===== config.mk =====
export PLATFORM = sky130hd
export DESIGN_NAME = time_set_keypad
export DESIGN_NICKNAME = d
export VERILOG_FILES = /design/src/rtl/clock_pkg.sv /design/src/rtl/key_debounce.sv /design/src/rtl/time_set_keypad.sv
export SDC_FILE = /design/constraint.sdc
export NUM_CORES = 1
export LEC_CHECK = 0
export BUFFER_PORTS_ARGS = -buffer_cell sky130_fd_sc_hd__buf_2
export CAP_MARGIN = 15
export CELL_PAD_IN_SITES_DETAIL_PLACEMENT = 2
export CELL_PAD_IN_SITES_GLOBAL_PLACEMENT = 2
export CORE_MARGIN = 5
export CORE_UTILIZATION = 39
export CTS_BUF_LIST = sky130_fd_sc_hd__clkbuf_16
export CTS_CLUSTER_DIAMETER = 150
export DETAILED_ROUTE_END_ITERATION = 10
export GPL_ROUTABILITY_DRIVEN = 0
export PLACE_DENSITY_LB_ADDON = 0.15
export SKIP_LAST_GASP = 1
export SLEW_MARGIN = 20
export SYNTH_ARGS = -nofsm -noshare
export SYNTH_HDL_FRONTEND = slang
export SYNTH_SLANG_ARGS = --single-unit

===== constraint.sdc =====
create_clock -name clk -period 2.8 [get_ports clk]
set_input_delay 0.56 -clock clk [delete_from_list [all_inputs] [get_ports clk]]
set_output_delay 0.56 -clock clk [all_outputs]
set_load 0.01 [all_outputs]

===== src/rtl/clock_pkg.sv =====
// Shared types and BCD helpers for the set-time keypad.
// Holds FSM states, edit-field codes and the 2-digit BCD stepper.
package clock_pkg;

  typedef enum logic [2:0] {
    ST_IDLE,
    ST_HOUR,
    ST_MIN,
    ST_SEC,
    ST_COMMIT
  } state_e;

  typedef enum logic [1:0] {
    SEL_NONE = 2'd0,
    SEL_HOUR = 2'd1,
    SEL_MIN  = 2'd2,
    SEL_SEC  = 2'd3
  } sel_e;

  typedef struct packed {
    logic mode;
    logic inc;
    logic dec;
  } key_ev_t;

  localparam logic [3:0] HOUR_MAX_SHI     = 4'd2;
  localparam logic [3:0] HOUR_MAX_GE_AT_2 = 4'd3;
  localparam logic [3:0] MINSEC_MAX_SHI   = 4'd5;
  localparam logic [3:0] GE_MAX           = 4'd9;

  localparam logic [7:0] HOUR_LIM =
    {HOUR_MAX_SHI, HOUR_MAX_GE_AT_2};
  localparam logic [7:0] MINSEC_LIM =
    {MINSEC_MAX_SHI, GE_MAX};

  // One wrap-around step of a {shi,ge} pair bounded by lim.
  function automatic logic [7:0] bcd_step(
    input logic [7:0] v,
    input logic       up,
    input logic [7:0] lim
  );
    logic [3:0] s;
    logic [3:0] g;
    logic [7:0] r;
    s = v[7:4];
    g = v[3:0];
    r = v;
    if (up) begin
      if (v == lim)
        r = 8'h00;
      else if (g == GE_MAX)
        r = {s + 4'd1, 4'd0};
      else
        r = {s, g + 4'd1};
    end else begin
      if (v == 8'h00)
        r = lim;
      else if (g == 4'd0)
        r = {s - 4'd1, GE_MAX};
      else
        r = {s, g - 4'd1};
    end
    return r;
  endfunction

endpackage


===== src/rtl/key_debounce.sv =====
// Key synchroniser, stability filter and press-edge pulse.
// Level follows the raw key only after a full run of equal samples.
module key_debounce #(
  parameter int DEBOUNCE_CYCLES = 500000
) (
  input  logic clk,
  input  logic rst_n,
  input  logic key_n_i,
  output logic press_o
);

  localparam int CW = $clog2(DEBOUNCE_CYCLES + 1);
  localparam logic [CW-1:0] LAST =
    CW'(DEBOUNCE_CYCLES - 1);
  localparam logic [CW-1:0] ONE = CW'(1);

  logic          sync1_q;
  logic          sync2_q;
  logic          level_q;
  logic          level_d;
  logic          press_q;
  logic          press_d;
  logic [CW-1:0] cnt_q;
  logic [CW-1:0] cnt_d;

  always_comb begin
    cnt_d   = '0;
    level_d = level_q;
    press_d = 1'b0;
    if (sync2_q != level_q) begin
      if (cnt_q == LAST) begin
        level_d = sync2_q;
        press_d = ~sync2_q;
      end else begin
        cnt_d = cnt_q + ONE;
      end
    end
  end

  always_ff @(posedge clk or negedge rst_n) begin
    if (!rst_n) begin
      sync1_q <= 1'b1;
      sync2_q <= 1'b1;
      level_q <= 1'b1;
      cnt_q   <= '0;
      press_q <= 1'b0;
    end else begin
      sync1_q <= key_n_i;
      sync2_q <= sync1_q;
      level_q <= level_d;
      cnt_q   <= cnt_d;
      press_q <= press_d;
    end
  end

  assign press_o = press_q;

endmodule


===== src/rtl/time_set_keypad.sv =====
// Three-key time editor: snapshot, edit h/m/s in BCD, commit pulse.
// Idle edit states time out back to IDLE without committing.
import clock_pkg::*;

module time_set_keypad #(
  parameter int DEBOUNCE_CYCLES = 500000,
  parameter int TIMEOUT_CYCLES  = 500000000
) (
  input  logic       clk,
  input  logic       rst_n,
  input  logic       key_mode_n,
  input  logic       key_inc_n,
  input  logic       key_dec_n,
  input  logic [3:0] cur_sec_ge,
  input  logic [3:0] cur_sec_shi,
  input  logic [3:0] cur_min_ge,
  input  logic [3:0] cur_min_shi,
  input  logic [3:0] cur_hour_ge,
  input  logic [3:0] cur_hour_shi,
  output logic [3:0] set_sec_ge,
  output logic [3:0] set_sec_shi,
  output logic [3:0] set_min_ge,
  output logic [3:0] set_min_shi,
  output logic [3:0] set_hour_ge,
  output logic [3:0] set_hour_shi,
  output logic       set_time_finish,
  output logic [1:0] edit_sel,
  output logic       editing
);

  localparam int TW = $clog2(TIMEOUT_CYCLES + 1);
  localparam logic [TW-1:0] TLAST =
    TW'(TIMEOUT_CYCLES - 1);
  localparam logic [TW-1:0] TONE = TW'(1);

  key_ev_t       ev;
  logic          any_ev;
  logic          step_en;
  logic          step_up;

  state_e        state_q;
  state_e        state_d;
  logic [7:0]    hour_q;
  logic [7:0]    hour_d;
  logic [7:0]    min_q;
  logic [7:0]    min_d;
  logic [7:0]    sec_q;
  logic [7:0]    sec_d;
  logic [TW-1:0] to_q;
  logic [TW-1:0] to_d;
  logic          finish_q;
  logic          finish_d;
  sel_e          sel_q;
  sel_e          sel_d;
  logic          editing_q;
  logic          editing_d;

  key_debounce #(
    .DEBOUNCE_CYCLES(DEBOUNCE_CYCLES)
  ) u_db_mode (
    .clk    (clk),
    .rst_n  (rst_n),
    .key_n_i(key_mode_n),
    .press_o(ev.mode)
  );

  key_debounce #(
    .DEBOUNCE_CYCLES(DEBOUNCE_CYCLES)
  ) u_db_inc (
    .clk    (clk),
    .rst_n  (rst_n),
    .key_n_i(key_inc_n),
    .press_o(ev.inc)
  );

  key_debounce #(
    .DEBOUNCE_CYCLES(DEBOUNCE_CYCLES)
  ) u_db_dec (
    .clk    (clk),
    .rst_n  (rst_n),
    .key_n_i(key_dec_n),
    .press_o(ev.dec)
  );

  assign any_ev  = ev.mode | ev.inc | ev.dec;
  assign step_en = ev.inc ^ ev.dec;
  assign step_up = ev.inc;

  always_comb begin
    state_d = state_q;
    hour_d  = hour_q;
    min_d   = min_q;
    sec_d   = sec_q;
    to_d    = '0;
    unique case (state_q)
      ST_IDLE: begin
        if (ev.mode) begin
          state_d = ST_HOUR;
          hour_d  = {cur_hour_shi, cur_hour_ge};
          min_d   = {cur_min_shi, cur_min_ge};
          sec_d   = {cur_sec_shi, cur_sec_ge};
        end
      end
      ST_HOUR: begin
        if (ev.mode)
          state_d = ST_MIN;
        else if (step_en)
          hour_d = bcd_step(hour_q, step_up, HOUR_LIM);
      end
      ST_MIN: begin
        if (ev.mode)
          state_d = ST_SEC;
        else if (step_en)
          min_d = bcd_step(min_q, step_up, MINSEC_LIM);
      end
      ST_SEC: begin
        if (ev.mode)
          state_d = ST_COMMIT;
        else if (step_en)
          sec_d = bcd_step(sec_q, step_up, MINSEC_LIM);
      end
      ST_COMMIT: state_d = ST_IDLE;
      default:   state_d = ST_IDLE;
    endcase

    // Any key event restarts the idle window; expiry aborts the edit.
    if (state_q inside {ST_HOUR, ST_MIN, ST_SEC}) begin
      if (any_ev)
        to_d = '0;
      else if (to_q == TLAST)
        state_d = ST_IDLE;
      else
        to_d = to_q + TONE;
    end

    finish_d  = (state_d == ST_COMMIT);
    editing_d = state_d inside {ST_HOUR, ST_MIN, ST_SEC};
    unique case (state_d)
      ST_HOUR: sel_d = SEL_HOUR;
      ST_MIN:  sel_d = SEL_MIN;
      ST_SEC:  sel_d = SEL_SEC;
      default: sel_d = SEL_NONE;
    endcase
  end

  always_ff @(posedge clk or negedge rst_n) begin
    if (!rst_n) begin
      state_q   <= ST_IDLE;
      hour_q    <= '0;
      min_q     <= '0;
      sec_q     <= '0;
      to_q      <= '0;
      finish_q  <= 1'b0;
      sel_q     <= SEL_NONE;
      editing_q <= 1'b0;
    end else begin
      state_q   <= state_d;
      hour_q    <= hour_d;
      min_q     <= min_d;
      sec_q     <= sec_d;
      to_q      <= to_d;
      finish_q  <= finish_d;
      sel_q     <= sel_d;
      editing_q <= editing_d;
    end
  end

  assign set_hour_shi    = hour_q[7:4];
  assign set_hour_ge     = hour_q[3:0];
  assign set_min_shi     = min_q[7:4];
  assign set_min_ge      = min_q[3:0];
  assign set_sec_shi     = sec_q[7:4];
  assign set_sec_ge      = sec_q[3:0];
  assign set_time_finish = finish_q;
  assign edit_sel        = sel_q;
  assign editing         = editing_q;

endmodule

==> results of run 1 <==
area by class of cell:
| type | instances | area, um^2 |
|---|---|---|
| Fill cell | 2022 | 10190 |
| Multi-Input combinational cell | 596 | 3919 |
| Sequential cell | 129 | 3239 |
| Clock buffer | 17 | 425.4 |
| Timing Repair Buffer | 66 | 374.1 |
| Tap cell | 234 | 292.8 |
| Clock inverter | 15 | 160.2 |
| Inverter | 27 | 101.3 |
cells in the final DEF (no fill, tap or decap), types with 4 or more instances in the layout:
cell and instances:
a211oi_1 13, buf_2 55, buf_4 9, and2_1 7, and3b_1 4, nor4_1 8
a311oi_1 4, a31oi_1 6, clkbuf_16 17, nor3b_1 6, mux2i_1 6, nor2_1 127
nand4_1 18, xor2_1 46, dfrtp_1 120, o31ai_1 7, o21ai_0 15, mux2_2 5
nand2_1 51, dfstp_2 9, and3_1 20, xnor2_1 35, nand3_1 42, o211ai_1 7
nor3_1 18, ha_1 25, nand4b_1 4, a21oi_1 23, clkinvlp_4 4, nand2b_1 8
inv_1 27, nor2b_1 14, nor4b_1 11, and4_1 10
logic make-up after synthesis:
kind of cell / after synthesis / share of synthesized area
AND/OR/NAND/NOR: 375 / 0.2740
flip-flops: 129 / 0.4366
AO/OA/AOI/OAI: 104 / 0.1007
XOR/XNOR: 81 / 0.09562
buffers and inverters: 58 / 0.03524
adder cells (fa/ha/maj): 25 / 0.04216
multiplexers: 11 / 0.01568
path summary, 6_finish.rpt:
| path | start | slack (ps) | end |
|---|---|---|---|
| min reg2reg | u_db_dec.sync1_q | 360 | u_db_dec.sync2_q |
| max in group asynchronous | rst_n | 1930 | u_db_dec.cnt_q[6] |
| min in group clk | key_inc_n | 230 | u_db_inc.sync1_q |
| min | rst_n | 170 | u_db_inc.cnt_q[8] |
| max | hour_q[0] | 320 | hour_q[6] |
| max reg2reg | hour_q[0] | 320 | hour_q[6] |
critical path, delay by kind of cell, from the launching register on:
kind	cells	cell delay, ps
flops	1	470
buf+inv	1	150
simple gates	2	550
compound gates	3	950
fa+ha+maj	1	230
layer usage:
| metal | vias up | GRT usage |
|---|---|---|
| met5 | - | 0 |
| met4 | 0 | 0.05312 |
| met3 | 16 | 0.04231 |
| met2 | 71 | 0.3519 |
| met1 | 3069 | 0.2415 |
| li1 | 2865 | - |
sequential cells by signal, summed over array words and instances (netlist names), 2 cells and up:
| register | count |
|---|---|
| u_db_dec.cnt_q | 19 |
| u_db_mode.cnt_q | 19 |
| hour_q | 8 |
| edit_sel | 2 |
| u_db_inc.cnt_q | 19 |
| state_q | 3 |
| sec_q | 8 |
| to_q | 29 |
| min_q | 8 |
power by group:
part / switching, mW / internal, mW / total [mW] / leakage [nW]
sequential: 0.0198 / 1.89 / 1.91 / 1.67
clock: 0.910 / 1.32 / 2.23 / 0.278
combinational: 0.0833 / 0.0444 / 0.128 / 1.76
metrics by stage:
stage	cells	utilization	setup WS (ps)
3_5_place_dp	1052	0.4237	319.8
3_3_place_gp	1052	0.4237	508.0
2_1_floorplan	783	-	623.6
4_1_cts	1084	0.4551	295.1
6_report	1084	0.4551	321.9
5_1_grt	1084	0.4551	156.0
cell usage after synthesis (8+ instances only):
cell      count
nor2_1      127
dfrtp_1     120
nand2_1      51
xor2_1       46
nand3_1      42
xnor2_1      35
inv_1        27
ha_1         25
a21oi_1      23
and3_1       20
nand4_1      18
nor3_1       18
clkbuf_1     16
o21ai_0      15
nor2b_1      14
a211oi_1     13
nor4b_1      11
and4_1       10
dfstp_2       9
buf_2         8
nand2b_1      8
nor4_1        8
==> metrics.txt, run 1 <==
DRT met1 WL 9.111 mm; status finished clean; post-route setup TNS 0 ps; clock-pin slew on the worst setup and hold paths 60 ps; post-CTS sizing 0; RSZ-0062 raised after global routing no; Leak 3.710 nW; number of hold buffers added after CTS 0; setup violators final 0; Area Overhead vs Synth 14.72%; Antenna Nets Post-Route 0; Netlist Area Pre-Place 7420 um^2; antenna cells 0; drt pass-1 iters 4; fin crit period 2478 ps; Sink Count 129; Initial Util 0.3967; Seq cells post-synth 129; arrival time worst endpoint 2780 ps; die width 147.9 um; wire length on met3 681 um; worst slew pin tran 829.7 ps; Clock Skew 9.803 ps; Startpoint Class flip-flop; grt ovf 0; Yosys top cell area share 0.4047; period utilisation layout 0.8850; Top Metal Used met4; placed cell areas 7926 um^2; mean number of vias per cell 5.554; Worst Reg-to-Reg Cells 7; number of global-route vias before repair 6784; CP required 3100 ps; Max Slew Vio Count 0; Core Area 18710 um^2; CTS root buffer clkbuf_16; Hold Crit Class in -> async; CP Class reg -> reg; routed vias 6021; Die H 147.9 um; count of cell types in the netlist 72; Post-DP HPWL 14.46 mm; CP Max Fanout 8; ys async rst share 1.000; Synth Net Count 837; cell area after layout 8512 um^2; Num CTS Buffers 17; Synth Flop Type dfrtp_1; Seq/Total Area, Yosys 0.4366; dominant cell type by area after synthesis dfrtp_1; Warnings, synthesis 0; CTS tree done; port bufs 56; Global Route Usage Sum 0.1971; Min Hold Slack 174.0 ps; slowest cell on the critical path a2111oi_4; Critical Path End Type flip-flop; Syn Inst Count 783; global-route wire length before repair 35.31 mm; cells along the critical path inv_1 -> ha_1 -> nor4b_2 -> nor3_2 -> a2111oi_4 -> o221ai_2 -> a22o_1; DRC viols 0; Die Area 21880 um^2; metal2 WL 10.52 mm; io pins 57; Syn Area/Cell 9.476 um^2; drt wl/cell 18.94 um; Post-synth EDFFs 0; Worst path max stage delay 520 ps; Hold Violations, Final 0; Max-Cap Viols 0; worst rel slew slack 0.4426; Peak VDD IR 0.4157 mV; buffer depth of the longest clock path 2; Setup Fix Bufs, Post-CTS 0; DR iter-0 viols 236; highest clock rate 403.5 MHz; Layout Nets 891; final WL 20.53 mm; largest net degree at the start of global routing 77; FP Rows 50; H-tree lvl count 4; Tot Pwr 4.261 mW; Pwr per Cell Area 500.6 nW/um^2; share of layout cells above drive strength 1 0.1576; ranking of synthesized cells by area dfrtp_1, nor2_1, xor2_1; Worst-Skew Late Latency 420 ps; initial antenna violation count 0
Power figures use the tool's default switching activity.
==> inputs of run 2 (changes only) <==
- CELL_PAD_IN_SITES_DETAIL_PLACEMENT: 2 -> 1
- CELL_PAD_IN_SITES_GLOBAL_PLACEMENT: 2 -> 1
- CORE_UTILIZATION: 39 -> 47
==> run 2 against run 1 <==
  * Largest power group unchanged
  * Critical endpoint unchanged
  * Wire length down 7.6%
  * Register-to-register slack barely moved
  * Final cell count shrank 1.7%
==> metrics.txt, run 2 (synthesis gave the netlist of run 1 again) <==
status finished clean; Int Pwr 3.306 mW (+1.8%); Num CTS Buffers 17 (unchanged); Multi-input gate area 3919 um^2 (unchanged); port bufs 56 (unchanged); most common cell after layout, fill and taps aside nor2_1; Comb power frac 0.030 (about the same); highest clock rate 404.5 MHz (+0.24%); register area 3239 um^2 (unchanged); mean number of vias per cell 5.624 (+1.2%); FP Rows 46 (-8.0%); Die Area 18400 um^2 (-16%); final WL 18.98 mm (-7.6%); Post-Layout Cell Count 1066 (-1.7%); share of layout cells above drive strength 1 0.1494 (-0.008235); post-CTS sizing 0 (unchanged); post-route setup TNS 0 ps (unchanged); setup violators final 0 (unchanged); sw power 923.9 uW (-8.8%); buffer depth of the longest clock path 2 (unchanged); CTS tree done; Switching Fraction 0.2184 (-0.01924); initial antenna violation count 0 (unchanged); number of hold buffers added after CTS 0 (unchanged); number of global-route vias before repair 6450 (-4.9%); Post-DP HPWL 13.05 mm (-9.7%); Max-Cap Viols 0 (unchanged); Critical Path End Type flip-flop; global-route wire length before repair 31.88 mm (-9.7%); Hold Crit Class in -> async; Setup Fix Bufs, Post-CTS 0 (unchanged); clock-pin slew on the worst setup and hold paths 60 ps (about the same); Startpoint Class flip-flop; Sink Count 129 (unchanged); CTS root buffer clkbuf_16; Clock Skew 12.46 ps (+2.654 ps); CP Class reg -> reg; DRC viols 0 (unchanged); DR iter-0 viols 240 (+1.7%); share of power burned in registers 0.451 (+0.004); io pins 57 (unchanged); DP Cell Count 1034 (-1.7%); Clk pwr share 0.520 (-0.003); Worst-Skew Late Latency 430 ps (about the same); Die H 135.6 um (-8.3%); fill count 1785 (-12%); antenna cells 0 (unchanged); H-tree lvl count 4 (unchanged); arrival time worst endpoint 2790 ps (about the same); period utilisation layout 0.8829 (-0.002110); max reg flops 29 (unchanged); die width 135.6 um (-8.3%); largest net degree at the start of global routing 48 (-38%); Global Route Usage Sum 0.2138 (+0.01671); Peak VDD IR 0.4773 mV (+15%); most frequent cells in the layout nor2_1, dfrtp_1, buf_2, nand2_1, xor2_1; CP required 3110 ps (about the same); worst slew pin tran 808.5 ps (-21.22 ps); RSZ-0062 raised after global routing no; Layout Nets 891 (unchanged); CP Max Fanout 8 (unchanged); Leak 3.718 nW (+0.19%); Initial Util 0.4722 (+0.07555); Max Slew Vio Count 0 (unchanged); drt wl/cell 17.80 um (-6.0%); grt ovf 0 (unchanged); Hold Violations, Final 0 (unchanged); Core Area 15710 um^2 (-16%); Antenna Nets Post-Route 0 (unchanged); Worst Reg-to-Reg Cells 7 (unchanged); fin crit period 2472 ps (-5.908 ps); worst rel slew slack 0.4569 (+0.01425); Pwr per Cell Area 498.9 nW/um^2 (-0.36%); drt pass-1 iters 5 (+1); Area Overhead vs Synth 14.28%; routed vias 5995 (-0.43%); Largest Register to_q
[run 2: metrics by stage]
step / util / cell area, um^2 / hold slack [ps] / total power [mW] / setup slack (ps)
3_3_place_gp: 0.5028 / 7900 / 348.1 / 2.061 / 519.5
4_1_cts: 0.5397 / 8479 / 165.6 / 4.272 / 327.0
6_report: 0.5397 / 8479 / 141.6 / 4.230 / 327.8
5_1_grt: 0.5397 / 8479 / 201.1 / 4.393 / 144.1
3_5_place_dp: 0.5028 / 7900 / 347.5 / 2.067 / 335.7
2_1_floorplan: - / 7420 / 264.4 / 1.984 / 623.6
[run 2: cell type report]
class                      count  share of cell area
clock buffer                  17             0.05017
clock inverter                15             0.01815
inverter                      27             0.01195
multi-input combinational    596              0.4622
sequential                   129              0.3820
tap                          216             0.03187
timing repair buffer          66             0.04368
[run 2: metal layers]
layer  track usage  up-vias  wire length [um]
met1        0.2661     2995              8301
met3       0.04049       31               645
met2        0.3697       99              9692
met4       0.07951        0               340
met5             0        -                 0
li1              -     2870                 -
[run 2: worst max-delay path: stages, from the launching register on]
cell and delay, ps:
dfrtp_1 440, inv_1 160, ha_1 240, nor4b_2 420, nor3_2 120, a2111oi_4 550
o221ai_2 170, a22o_1 260
[run 2: power groups by stage]
| stage | Clock, mW | Sequential [mW] | Combinational, mW |
|---|---|---|---|
| global placement | 0 | 1.94 | 0.124 |
| floorplan | 0 | 1.93 | 0.0503 |
| global route | 2.34 | 1.91 | 0.147 |
| CTS | 2.24 | 1.91 | 0.130 |
| finish | 2.20 | 1.91 | 0.125 |
| detailed placement | 0 | 1.94 | 0.129 |
[run 2: worst paths after layout]
path                                endpoint  slack [ps]              from
max in group asynchronous  u_db_mode.sync1_q        1880             rst_n
hold / removal                      to_q[12]         140             rst_n
hold reg to reg             u_db_dec.sync2_q         350  u_db_dec.sync1_q
setup / recovery                   hour_q[6]         330         hour_q[0]
min in group clk            u_db_dec.sync1_q         240         key_dec_n
setup reg to reg                   hour_q[6]         330         hour_q[0]
